### src/rtl/mod_result_accumulator.sv
// Packet accumulator: sums beats modulo q and queues {sum, beat count} per packet
// into a 2-entry output FIFO with valid/ready handshake.
module mod_result_accumulator #(
  parameter int unsigned DATA_W = 32,
  parameter int unsigned CNT_W  = 16
) (
  input  logic              clk,
  input  logic              rst_n,
  input  logic [DATA_W-1:0] q,
  input  logic              in_valid,
  output logic              in_ready,
  input  logic [DATA_W-1:0] in_data,
  input  logic              in_last,
  output logic              out_valid,
  input  logic              out_ready,
  output logic [DATA_W-1:0] out_data,
  output logic [CNT_W-1:0]  out_beats,
  output logic              busy
);

  // Reset asserts asynchronously and releases two clocks after rst_n rises.
  logic [1:0] rst_sync_q;
  logic       rst_int_n;

  always_ff @(posedge clk or negedge rst_n) begin
    if (!rst_n) rst_sync_q <= '0;
    else        rst_sync_q <= {rst_sync_q[0], 1'b1};
  end

  assign rst_int_n = rst_sync_q[1];

  logic [DATA_W-1:0] acc_q, acc_d;
  logic [CNT_W-1:0]  cnt_q, cnt_d;
  logic              busy_q, busy_d;

  // FIFO as head register plus one second slot; the head register keeps its
  // value after a pop so outputs hold their last value while out_valid is low.
  logic [DATA_W-1:0] head_data_q, head_data_d;
  logic [CNT_W-1:0]  head_beats_q, head_beats_d;
  logic              head_valid_q, head_valid_d;
  logic [DATA_W-1:0] sec_data_q, sec_data_d;
  logic [CNT_W-1:0]  sec_beats_q, sec_beats_d;
  logic              sec_valid_q, sec_valid_d;

  logic [DATA_W:0]   sum_s;
  logic [DATA_W+1:0] sub_t;
  logic [DATA_W-1:0] mod_res;
  logic [CNT_W-1:0]  cnt_inc;
  logic              accept, push, pop;

  assign in_ready  = !(head_valid_q && sec_valid_q);
  assign out_valid = head_valid_q;
  assign out_data  = head_data_q;
  assign out_beats = head_beats_q;
  assign busy      = busy_q;

  assign accept = in_valid && in_ready;
  assign push   = accept && in_last;
  assign pop    = head_valid_q && out_ready;

  always_comb begin
    sum_s   = {1'b0, acc_q} + {1'b0, in_data};
    sub_t   = {1'b0, sum_s} - {2'b00, q};
    mod_res = sub_t[DATA_W+1] ? sum_s[DATA_W-1:0] : sub_t[DATA_W-1:0];
    cnt_inc = (&cnt_q) ? cnt_q : cnt_q + 1'b1;
  end

  always_comb begin
    acc_d  = acc_q;
    cnt_d  = cnt_q;
    busy_d = busy_q;
    if (accept) begin
      if (in_last) begin
        acc_d  = '0;
        cnt_d  = '0;
        busy_d = 1'b0;
      end else begin
        acc_d  = mod_res;
        cnt_d  = cnt_inc;
        busy_d = 1'b1;
      end
    end
  end

  always_comb begin
    head_data_d  = head_data_q;
    head_beats_d = head_beats_q;
    head_valid_d = head_valid_q;
    sec_data_d   = sec_data_q;
    sec_beats_d  = sec_beats_q;
    sec_valid_d  = sec_valid_q;
    if (sec_valid_q) begin
      // Full: no push possible, a pop promotes the second slot.
      if (pop) begin
        head_data_d  = sec_data_q;
        head_beats_d = sec_beats_q;
        sec_valid_d  = 1'b0;
      end
    end else if (head_valid_q) begin
      if (push && pop) begin
        head_data_d  = mod_res;
        head_beats_d = cnt_inc;
      end else if (push) begin
        sec_data_d   = mod_res;
        sec_beats_d  = cnt_inc;
        sec_valid_d  = 1'b1;
      end else if (pop) begin
        head_valid_d = 1'b0;
      end
    end else if (push) begin
      head_data_d  = mod_res;
      head_beats_d = cnt_inc;
      head_valid_d = 1'b1;
    end
  end

  always_ff @(posedge clk or negedge rst_int_n) begin
    if (!rst_int_n) begin
      acc_q        <= '0;
      cnt_q        <= '0;
      busy_q       <= 1'b0;
      head_data_q  <= '0;
      head_beats_q <= '0;
      head_valid_q <= 1'b0;
      sec_data_q   <= '0;
      sec_beats_q  <= '0;
      sec_valid_q  <= 1'b0;
    end else begin
      acc_q        <= acc_d;
      cnt_q        <= cnt_d;
      busy_q       <= busy_d;
      head_data_q  <= head_data_d;
      head_beats_q <= head_beats_d;
      head_valid_q <= head_valid_d;
      sec_data_q   <= sec_data_d;
      sec_beats_q  <= sec_beats_d;
      sec_valid_q  <= sec_valid_d;
    end
  end

endmodule

### config.mk
export PLATFORM = sky130hd
export DESIGN_NAME = mod_result_accumulator
export DESIGN_NICKNAME = d
export VERILOG_FILES = /design/src/rtl/mod_result_accumulator.sv
export SDC_FILE = /design/constraint.sdc
export NUM_CORES = 1
export LEC_CHECK = 0
export BUFFER_PORTS_ARGS = -buffer_cell sky130_fd_sc_hd__buf_4
export CAP_MARGIN = 30
export CORE_ASPECT_RATIO = 0.7
export CORE_MARGIN = 4
export CORE_UTILIZATION = 60
export DETAILED_ROUTE_END_ITERATION = 16
export GPL_TIMING_DRIVEN = 0
export MAX_ROUTING_LAYER = met4
export PLACE_DENSITY = 0.82
export SETUP_SLACK_MARGIN = 0.1
export SLEW_MARGIN = 30
export SYNTH_ARGS = -nofsm -noshare
export SYNTH_HDL_FRONTEND = slang
export SYNTH_SLANG_ARGS = --single-unit
### constraint.sdc
create_clock -name clk -period 14.1 [get_ports clk]
set_input_delay 2.82 -clock clk [delete_from_list [all_inputs] [get_ports clk]]
set_output_delay 2.82 -clock clk [all_outputs]
set_load 0.02 [all_outputs]
==> out/metrics.cfg <==
[outcome]
status=finished clean

[grt]
grt_start_max_net_pins=52
grt_pass1_wl_um=48200
grt_use_total=0.338
antenna_found_initial=0
grt_pass1_vias=8970
overflow=0

[worst_setup_path]
arrival_ns=7.76
end_kind=flip-flop
worstPathMaxFanout=7
r2r_slack_ns=8.78
reg2reg_from=acc_q[0]
critPathLaunchType=input pin
critPathKind=input pin to flip-flop
r2r_cells=17
critPathRequiredTime_ns=14.41
r2r-end=out_data[24]

[final_layout]
area_growth_pct=18.3
fillers=1293
design_area_mm2=0.0118
drive_gt1_frac=0.148
final_nets=1441
stdcell_count=1543
final_common_cell=nand2_1
antenna_cells=0
layout_common_cells=nand2_1 (169), dfrtp_1 (148), buf_4 (120)

[place]
place_inst=1511
post_dp_cell_area_mm2=0.0112
place_congestion=1.01
dp_hpwl_um=23700
portBuffers=119

[logic_synthesis]
synth_fa_ha_area_frac=0.0854
synth_xor_area_frac=0.0587
synth_top_family_by_area=compound AO/OA/AOI/OAI gates
ys_seq_elements=149
yosysSeqAreaShare=0.373
synth_edf_count=0
syn-num-nets=1300
synthSimpleGateAreaFrac=0.156
synthFlopType=dfrtp_1
syn_area_mm2=0.00999
synth_mux_area_frac=0.0354
yosysWarnings=0
async_reset_ff_frac=1.00
syn_avg_cell_area_um2=8.58
synth_cell_types=72
synth_compound_area_frac=0.250
synthCells=1164

[clock_tree]
clock_path_buffers=2
htreeDepth=4
cts_inserted_buffers=17
insertion_delay_ns=0.43
numClockSinks=149
post_cts_resized=0
cts_setup_buffers=0
postCtsHoldBufs=0
cts_tree=built
clkSlewWorstSetupHoldPaths_ns=0.07
root_buffer=clkbuf_16

[job]
max_cap_violations=0

[sta]
finalSetupViolCount=0
worst_pin_slew_ns=0.954
slew_headroom=0.361
finalCritPeriodShare=0.528
rsz0062_at_grt=false
drv_slew=0
fmax_mhz=134
fin_tns_setup_ns=0
finalHoldViolations=0
finalClockSkew_ns=0.0182
min_period_ns=7.45

[die]
rows=39
dieArea_mm2=0.0188
start_util=0.611
die_w_um=162
die-height_um=116
coreArea_mm2=0.0163
ios=120

[routing]
routed_wl_um=30600
ant_nets=0
vias=9572
wl_per_cell_um=19.8
viasPerCell=6.20
first_pass_iters=8
drt-initial-drc-count=1050
drc=0

[min_path]
hold_path_class=flip-flop to async pin

[pwr]
leakagePower_nw=5.71
peakVddDrop_uv=243
powerDensity_mw_per_mm2=271

-- cell usage after synthesis, types with 3 or more instances --
cell type | instances | share of area
xnor2_1 | 47 | 0.041
o21a_1 | 13 | 0.0098
xor2_1 | 20 | 0.018
o211a_1 | 3 | 0.0030
a21oi_1 | 100 | 0.050
a221o_1 | 8 | 0.0080
buf_2 | 5 | 0.0025
inv_1 | 44 | 0.017
clkbuf_1 | 49 | 0.018
and3_1 | 34 | 0.021
o21bai_1 | 8 | 0.0060
and2_1 | 8 | 0.0050
mux2i_1 | 23 | 0.023
nand2b_1 | 6 | 0.0038
nand2_1 | 169 | 0.063
o211ai_1 | 9 | 0.0068
nand4_1 | 13 | 0.0081
nor2b_1 | 3 | 0.0019
o21ai_1 | 37 | 0.019
a21oi_2 | 5 | 0.0044
a31oi_1 | 10 | 0.0063
o31ai_1 | 4 | 0.0030
dfrtp_1 | 149 | 0.37
a22o_1 | 12 | 0.011
a211oi_1 | 5 | 0.0038
mux2_2 | 11 | 0.012
nor3_1 | 16 | 0.0080
a21o_1 | 32 | 0.024
nand3_1 | 24 | 0.012
ha_1 | 65 | 0.081
nor2_1 | 65 | 0.024
o21ai_0 | 111 | 0.056
-- worst max path at each step --
| stage | start | end | slack, ns | depth (start not counted) |
|---|---|---|---|---|
| floorplan | in_data[0] | sec_data_q[26] | 7.38 | 17 |
| global placement | in_data[0] | out_data[11] | 6.26 | 18 |
| detailed placement | in_data[0] | acc_q[1] | 6.28 | 18 |
| CTS | in_data[0] | out_data[24] | 6.66 | 18 |
| global route | in_data[0] | out_data[24] | 6.32 | 18 |
| finish | in_data[0] | out_data[24] | 6.65 | 18 |
-- per-stage QoR --
stage               power [mW]  hold WS, ns   util  setup slack (ns)
global placement          2.68        0.342  0.683              6.26
floorplan                 2.11        0.331      -              7.38
CTS                       3.17        0.228  0.723              6.66
finish                    3.20        0.220  0.723              6.65
global route              3.42        0.246  0.723              6.32
detailed placement        2.71        0.223  0.688              6.28
-- layout make-up --
class / instances / area [um2] / share of cell area
clock buffer: 18 / 429 / 0.0363
timing repair buffer: 122 / 968 / 0.0820
inverter: 45 / 169 / 0.0143
clock inverter: 14 / 141 / 0.0120
multi-input combinational: 912 / 5850 / 0.495
buffer: 58 / 243 / 0.0205
sequential: 149 / 3730 / 0.316
tap: 225 / 282 / 0.0238
-- flip-flops by register name, indices dropped and copies added, names as in the netlist --
signal,count
out_beats,16
busy,1
out_valid,1
sec_beats_q,16
sec_data_q,32
cnt_q,16
acc_q,32
out_data,32
sec_valid_q,1
rst_sync_q,2
-- metal layers --
layer,track usage,wire length (um)
met1,0.493,13800
met2,0.489,13200
met5,-,0
met3,0.0754,3300
met4,0.0637,371
-- cell families after synthesis --
family          after synthesis
fa+ha+maj                    67
other cells                   1
compound gates              395
xor+xnor                     67
simple gates                348
mux                          34
buf+inv                     103
flops                       149
-- critical path: stages --
cell and delay, ns:
buf_4 0.11, ha_1 0.24, fa_1 0.44, a211oi_2 0.19, o21ai_1 0.16, o2111ai_2 0.36
a21oi_1 0.21, a21oi_1 0.22, xnor2_1 0.18, ha_1 0.34, a21o_1 0.23, o21bai_1 0.18
nor2_1 0.29, o211ai_1 0.23, a21oi_2 0.39, o211a_1 0.50, o21ai_1 0.26, a221o_1 0.38
-- report_power, final --
part / switching [mW] / internal (mW) / leakage (nW)
registers: 0.0956 / 0.573 / 1.93
clock network: 0.194 / 0.248 / 0.267
logic: 1.32 / 0.771 / 3.51
total: 1.61 / 1.59 / 5.71
(Power assumes the default switching activity.)
